## config.mk

```make
export PLATFORM = sky130hd
export DESIGN_NAME = pid_param
export DESIGN_NICKNAME = d
export VERILOG_FILES = /design/src/rtl/pid_param_pkg.sv /design/src/rtl/pid_decimator.sv /design/src/rtl/pid_param.sv
export SDC_FILE = /design/constraint.sdc
export NUM_CORES = 1
export LEC_CHECK = 0
export ABC_AREA = 1
export BUFFER_PORTS_ARGS = -buffer_cell sky130_fd_sc_hd__buf_2
export CAP_MARGIN = 10
export CORE_AREA = 3 3 142 89
export DETAILED_ROUTE_END_ITERATION = 12
export DIE_AREA = 0 0 145 92
export GPL_TIMING_DRIVEN = 0
export HOLD_SLACK_MARGIN = 0.15
export PLACE_DENSITY = 0.77
export SLEW_MARGIN = 15
export SYNTH_ARGS = -nofsm -noshare
export SYNTH_HDL_FRONTEND = slang
export SYNTH_SLANG_ARGS = --single-unit
```

## constraint.sdc

```tcl
create_clock -name clk -period 5.1 [get_ports clk]
set_input_delay 1.02 -clock clk [delete_from_list [all_inputs] [get_ports clk]]
set_output_delay 1.02 -clock clk [all_outputs]
set_load 0.02 [all_outputs]
```

## src/rtl/pid_param_pkg.sv

```systemverilog
// Shared types and helpers for the parametrised motor-drive PID controller.
package pid_param_pkg;

  typedef enum logic [1:0] {
    MODE_OFF = 2'b00,
    MODE_P   = 2'b01,
    MODE_PI  = 2'b10,
    MODE_PID = 2'b11
  } mode_e;

  // Clamp a signed value into the range of a signed number of the given width.
  function automatic logic signed [31:0] sat_signed(input logic signed [31:0] val, input int bits);
    logic signed [31:0] hi;
    logic signed [31:0] lo;
    hi = (32'sd1 <<< (bits - 1)) - 32'sd1;
    lo = -(32'sd1 <<< (bits - 1));
    if (val > hi) begin
      sat_signed = hi;
    end else if (val < lo) begin
      sat_signed = lo;
    end else begin
      sat_signed = val;
    end
  endfunction

endpackage

```

## src/rtl/pid_decimator.sv

```systemverilog
// Free-running decimation counter; tick marks the all-ones count of the observed bits.
module pid_decimator
  import pid_param_pkg::*;
#(
  parameter int DECIM_W  = 20,
  parameter int FAST_SIM = 0
) (
  input  logic clk,
  input  logic rst_n,
  output logic tick
);

  // Fast simulation watches only the low 15 bits so the tick period shrinks to 2^15.
  localparam int TICK_W = (FAST_SIM != 0 && DECIM_W > 15) ? 15 : DECIM_W;

  logic [DECIM_W-1:0] cnt_reg;

  always_ff @(posedge clk) begin
    if (!rst_n) begin
      cnt_reg <= '0;
    end else begin
      cnt_reg <= cnt_reg + DECIM_W'(1);
    end
  end

  assign tick = &cnt_reg[TICK_W-1:0];

endmodule

```

## src/rtl/pid_param.sv

```systemverilog
// Motor-drive PID: signed error in, registered unsigned drive magnitude out,
// with integrator and derivative history advanced only on decimation ticks.
module pid_param
  import pid_param_pkg::*;
#(
  parameter int ERR_W    = 13,
  parameter int OUT_W    = 12,
  parameter int INT_FRAC = 5,
  parameter int D_SAT_W  = 9,
  parameter int D_SHIFT  = 1,
  parameter int D_DELAY  = 3,
  parameter int DECIM_W  = 20,
  parameter int FAST_SIM = 0
) (
  input  logic             clk,
  input  logic             rst_n,
  input  logic [ERR_W-1:0] error,
  input  logic             not_pedaling,
  input  logic [1:0]       mode,
  output logic [OUT_W-1:0] drv_mag,
  output logic             tick
);

  localparam int INT_W = OUT_W + INT_FRAC + 1;
  localparam int SUM_W = OUT_W + 2;
  localparam logic signed [SUM_W-1:0] SUM_HI  = SUM_W'((1 << OUT_W) - 1);
  localparam logic signed [INT_W:0]   INT_MAX = (INT_W + 1)'((1 << (INT_W - 1)) - 1);

  mode_e                    mode_q;
  logic signed [ERR_W-1:0]  err_s;
  logic                     use_i;
  logic                     use_d;
  logic [INT_W-1:0]         integ_reg;
  logic [INT_W-1:0]         integ_next;
  logic signed [INT_W:0]    integ_sum;
  logic [OUT_W-1:0]         drv_reg;
  logic [OUT_W-1:0]         drv_next;
  logic signed [ERR_W:0]    d_diff;
  logic signed [D_SAT_W-1:0] d_sat;
  logic signed [SUM_W-1:0]  p_term;
  logic signed [SUM_W-1:0]  i_term;
  logic signed [SUM_W-1:0]  d_term;
  logic signed [SUM_W-1:0]  sum;
  logic                     sat_hi;
  logic                     err_pos;
  logic [ERR_W-1:0]         hist_old;

  assign mode_q  = mode_e'(mode);
  assign err_s   = $signed(error);
  assign use_i   = (mode_q == MODE_PI) || (mode_q == MODE_PID);
  assign use_d   = (mode_q == MODE_PID);
  assign err_pos = !err_s[ERR_W-1] && (err_s != '0);

  pid_decimator #(
    .DECIM_W  (DECIM_W),
    .FAST_SIM (FAST_SIM)
  ) u_decim (
    .clk   (clk),
    .rst_n (rst_n),
    .tick  (tick)
  );

  // Error history: stage 0 holds the newest decimated sample.
  for (genvar gi = 0; gi < D_DELAY; gi++) begin : g_hist
    logic [ERR_W-1:0] stage_reg;
    logic [ERR_W-1:0] stage_in;
    if (gi == 0) begin : g_src
      assign stage_in = error;
    end else begin : g_src
      assign stage_in = g_hist[gi-1].stage_reg;
    end
    always_ff @(posedge clk) begin
      if (!rst_n || not_pedaling) begin
        stage_reg <= '0;
      end else if (tick) begin
        stage_reg <= stage_in;
      end
    end
  end

  assign hist_old = g_hist[D_DELAY-1].stage_reg;

  always_comb begin
    d_diff = $signed({err_s[ERR_W-1], err_s}) - $signed({hist_old[ERR_W-1], hist_old});
    d_sat  = D_SAT_W'(sat_signed(32'(d_diff), D_SAT_W));
    p_term = SUM_W'(err_s);
    i_term = use_i ? $signed({2'b00, integ_reg[INT_FRAC +: OUT_W]}) : '0;
    d_term = use_d ? (SUM_W'(d_sat) <<< D_SHIFT) : '0;
    sum    = p_term + i_term + d_term;
    sat_hi = (sum > SUM_HI);
    if (mode_q == MODE_OFF || sum[SUM_W-1]) begin
      drv_next = '0;
    end else if (sat_hi) begin
      drv_next = '1;
    end else begin
      drv_next = sum[OUT_W-1:0];
    end
  end

  // Integrator steps by the raw error and is clamped to the non-negative half range.
  always_comb begin
    integ_sum = $signed({1'b0, integ_reg}) + (INT_W + 1)'(err_s);
    if (integ_sum[INT_W]) begin
      integ_next = '0;
    end else if (integ_sum > INT_MAX) begin
      integ_next = INT_MAX[INT_W-1:0];
    end else begin
      integ_next = integ_sum[INT_W-1:0];
    end
  end

  // Anti-windup: a saturated output with a still-positive error freezes integration.
  always_ff @(posedge clk) begin
    if (!rst_n) begin
      integ_reg <= '0;
    end else if (not_pedaling || mode_q == MODE_OFF) begin
      integ_reg <= '0;
    end else if (tick && use_i && !(sat_hi && err_pos)) begin
      integ_reg <= integ_next;
    end
  end

  always_ff @(posedge clk) begin
    if (!rst_n) begin
      drv_reg <= '0;
    end else begin
      drv_reg <= drv_next;
    end
  end

  assign drv_mag = drv_reg;

endmodule
```

==> metrics.sh <==
CLK_PWR_SHARE=0.414
FAMILY_WITH_THE_MOST_DELAY_ON_THE_WORST_PATH='simple AND/OR/NAND/NOR gates'
CTS.PATH.MAX_BUFFERS=2
YOSYSTOPAREACELLSHARE=0.274
YS_WARN_COUNT=0
SETUP-VIOLATIONS-FINAL=0
POWER_SWITCHING_uW=514
LARGEST_REGISTER_FF_COUNT=39
FINISH.NET_COUNT=1124
BUFS_AND_INVS_ON_WORST_PATH=5
PORT_BUFFERS=30
SYNTH_SEQ_AREA_SHARE=0.274
IR_DROP_WORST_CASE_VDD_mV=0.192
POST-SYNTH-TOP-AREA-CELL='sky130_fd_sc_hd__dfxtp_1'
CTS-HOLD-FIX-BUFFERS=0
CLOCK_TREE_FROM_TRITONCTS='done'
CTS.SINKS=89
SETUP.WORST_PATH.END_CLASS='flip-flop'
MAXIMUM_NUMBER_OF_PINS_ON_ONE_NET_BEFORE_GLOBAL_ROUTE_REPAIR=17
POWER_DENSITY_mW_PER_MM2=235
ANTENNADIODECOUNT=0
DRT-VIAS-PER-INSTANCE=5.40
TIMING.FINAL.HOLD_VIOLATIONS=0
DRCVIOLATIONCOUNT=0
CLOCK_TREE.ROOT_CELL='sky130_fd_sc_hd__clkbuf_16'
SLEW_HEADROOM=0.584
VIAS=6537
DRV_SLEW=0
FIRST_ITER_VIOLATIONS=678
POWER.LEAKAGE_uW=0.00342
SYNTH_ASYNC_SR_FLOP_SHARE=0
DETAIL_ROUTE.WL_PER_CELL_UM=15.3
DP_CELLS=1183
DRT.ANTENNA.VIOLATING_NETS=0
DIE_X_UM=145
DESIGN.CORE.AREA_SQ_MM=0.0113
PRIMARY_FLIP_FLOP_CELL_CHOSEN_BY_SYNTHESIS_MAPPING='sky130_fd_sc_hd__dfxtp_1'
ANTENNA_FOUND_INITIAL=0
COMB_POWER_SHARE=0.190
YS_TYPES=36
POST-ROUTE-PERIOD-UTIL=0.978
TOTAL_OVERFLOW_REPORTED_BY_THE_GLOBAL_ROUTER=0
TIMING.CRITICAL_PATH.FANOUT_MAX=10
AREAGROWTHSYNTHTOFINISH_PCT=16.8
PLACE.GP.CONGESTION=0.945
BOUNDARYPINS=31
POST-LAYOUT-TOTAL-POWER_uW=1790
TIMING.HOLD.WS_NS=0.441
LAYOUT_SETUP_WS_NS=0.111
CRITPATHKIND='primary input to flip-flop'
CELL_TYPES_WITH_THE_LARGEST_AREA_SHARE_AFTER_SYNTHESIS='sky130_fd_sc_hd__dfxtp_1 27%, sky130_fd_sc_hd__nand2_1 16%, sky130_fd_sc_hd__inv_1 9.2%, sky130_fd_sc_hd__ha_1 8.8%, sky130_fd_sc_hd__a21oi_1 8.5%'
PATH_COMMON_CELL='sky130_fd_sc_hd__nand3_1'
FIN_SKEW_NS=0.0102
NUMBER_OF_GLOBAL_ROUTE_VIAS_BEFORE_REPAIR=5572
CRITPATHARRIVALTIME_NS=5.25
INTERNAL_POWER_uW=1270
WORSTSETUPSTARTPOINTTYPE='primary input'
YS_SEQ_ELEMENTS=89
POST-PLACE-WS_NS=-0.758
SYNTH_EDF_COUNT=0
SYNTH_TOP_CELLS_BY_COUNT='270 x sky130_fd_sc_hd__nand2_1, 159 x sky130_fd_sc_hd__inv_1, 110 x sky130_fd_sc_hd__a21oi_1, 89 x sky130_fd_sc_hd__dfxtp_1, 70 x sky130_fd_sc_hd__nor2_1'
GRT_FIRST_PASS_WIRELENGTH_MM=28.7
CRIT_PATH_MAX_INCR_DELAY_NS=0.46
POWER.SWITCHING_FRACTION=0.287
SYNTH.MOST_COMMON_CELL='sky130_fd_sc_hd__nand2_1'
SYNTH_NETS=1071
NETLIST_AREA_SQ_MM=0.00650
DRIVE_ABOVE_1_SHARE=0.132
FINALWIRELENGTH_MM=18.6
SYNTHCELLS=993
DETAILEDROUTE.FIRSTPASSITERATIONCOUNT=6
FMAX_GHz=0.200
SLOWEST_STAGE='sky130_fd_sc_hd__fa_1'
GRT_UTIL_ALL_LAYERS=0.266
CTS.HTREE.LEVELS=3
HOLDCRITPATHCLASS='flip-flop to flip-flop'
INITIAL_CORE_UTIL=0.576
OUTCOME='complete, no violations'
FIN_CRIT_NS=4.99
DIE_Y_UM=92
STD_CELL_ROWS=30
AVERAGE_CELL_AREA_AFTER_SYNTHESIS_SQ_UM=6.55
MAX_CAP_VIOL_COUNT=0
NUMBER_OF_BUFFERS_INSERTED_DURING_CLOCK_TREE_SYNTHESIS=9
TIGHTESTPINTRANSITION_NS=0.624
PWR-SHARE-SEQ=0.396
DETAILED_PLACEMENT_HPWL_MM=13.8
FP.DIEAREA_SQ_MM=0.0133
TOTALNEGATIVESETUPSLACK_NS=0
CLK_LAT_WORST_SKEW_NS=0.34
FINAL_STD_CELLS_W_O_FILL=1211
WORST-ENDPOINT-REQUIRED_NS=5.36
PATH_CLK_SLEW_NS=0.06
-- cells in the final DEF, fill, tap and decap left out, types with 3 or more instances in the layout --
cell                        synthesis  layout
sky130_fd_sc_hd__nand2_1          270     259
sky130_fd_sc_hd__inv_1            159     157
sky130_fd_sc_hd__a21oi_1          110     107
sky130_fd_sc_hd__dfxtp_1           89      89
sky130_fd_sc_hd__nor2_1            70      68
sky130_fd_sc_hd__o21ai_0           48      48
sky130_fd_sc_hd__nand3_1           57      46
sky130_fd_sc_hd__buf_2              3      31
sky130_fd_sc_hd__ha_1              46      30
sky130_fd_sc_hd__nand4_1           17      17
sky130_fd_sc_hd__clkbuf_1          16      15
sky130_fd_sc_hd__xnor2_1           15      15
sky130_fd_sc_hd__nand2_2            5      14
sky130_fd_sc_hd__a21oi_2            9      12
sky130_fd_sc_hd__buf_4              1      12
sky130_fd_sc_hd__fa_1              14      12
sky130_fd_sc_hd__nand3_2            1      10
sky130_fd_sc_hd__xor2_1            10      10
sky130_fd_sc_hd__nand3b_1          10      10
sky130_fd_sc_hd__ha_4               0      10
sky130_fd_sc_hd__clkbuf_16          0      10
sky130_fd_sc_hd__nor3_1            10       9
sky130_fd_sc_hd__ha_2               0       6
sky130_fd_sc_hd__nor4_1             5       5
sky130_fd_sc_hd__o21bai_1           5       5
sky130_fd_sc_hd__nor2_4             4       4
sky130_fd_sc_hd__nand2_4            2       3
sky130_fd_sc_hd__nor2_2             1       3
sky130_fd_sc_hd__a31oi_1            3       3
sky130_fd_sc_hd__inv_6              0       3
-- metrics by stage --
| stage | utilization | cell area (sq um) |
|---|---|---|
| after floorplan | - | 6500 |
| final | 0.672 | 7600 |
| after global placement | 0.607 | 6860 |
| after global routing | 0.672 | 7600 |
| after detailed placement | 0.607 | 6860 |
| after CTS | 0.642 | 7260 |
-- layer usage --
layer | vias up | share of wire | global-route usage
li1 | 3287 | - | -
met1 | 2926 | 0.49 | 0.424
met2 | 297 | 0.40 | 0.369
met3 | 27 | 0.10 | 0.0563
met4 | 0 | 0.011 | 0.0451
met5 | - | 0 | 0
-- power by group through the flow --
stage | Combinational (uW) | Clock, uW | Sequential (uW)
4_1_cts | 294 | 748 | 709
5_1_grt | 373 | 778 | 709
6_report | 339 | 741 | 709
3_5_place_dp | 285 | 0 | 724
2_1_floorplan | 190 | 0 | 734
3_3_place_gp | 280 | 0 | 724
-- path summary, 6_finish.rpt --
check	start	to	cells after the start	slack [ns]
worst min-delay path	g_hist[0].stage_reg[12]	g_hist[0].stage_reg[12]	2	0.44
worst max register to register	g_hist[2].stage_reg[0]	integ_reg[9]	28	0.66
worst max-delay path	error[0]	integ_reg[9]	30	0.11
worst min register to register	g_hist[0].stage_reg[12]	g_hist[0].stage_reg[12]	2	0.44
-- final cells by class --
| type | instances | area, sq um |
|---|---|---|
| multi-input combinational | 721 | 4290 |
| fill | 1008 | 3700 |
| sequential | 89 | 1780 |
| inverter | 161 | 617 |
| timing repair buffer | 42 | 267 |
| clock buffer | 10 | 239 |
| tap | 160 | 200 |
| buffer | 22 | 110 |
| clock inverter | 6 | 95.1 |
-- worst reg2reg max path, delay by kind of cell, from the launching register on --
kind            cells  cell delay (ns)
simple gates       20             2.14
buf+inv             3             0.37
fa+ha+maj           4             1.36
flops               1             0.34
compound gates      1             0.16
-- kinds of logic (layout without fill, tap and decap cells) --
| logic type | Yosys count | after routing | share of synthesized area |
|---|---|---|---|
| flops | 89 | 89 | 0.274 |
| buf+inv | 183 | 241 | 0.110 |
| fa+ha+maj | 60 | 60 | 0.132 |
| xor+xnor | 25 | 25 | 0.0337 |
| compound gates | 177 | 177 | 0.145 |
| simple gates | 459 | 459 | 0.306 |
-- repair_timing --
item,in CTS,in global routing
cloned,0,1
setup buffers,3,8
pin swaps,2,14
setup endpoints to repair,30,30
gates resized for setup,11,52
Power figures use the tool's default switching activity.
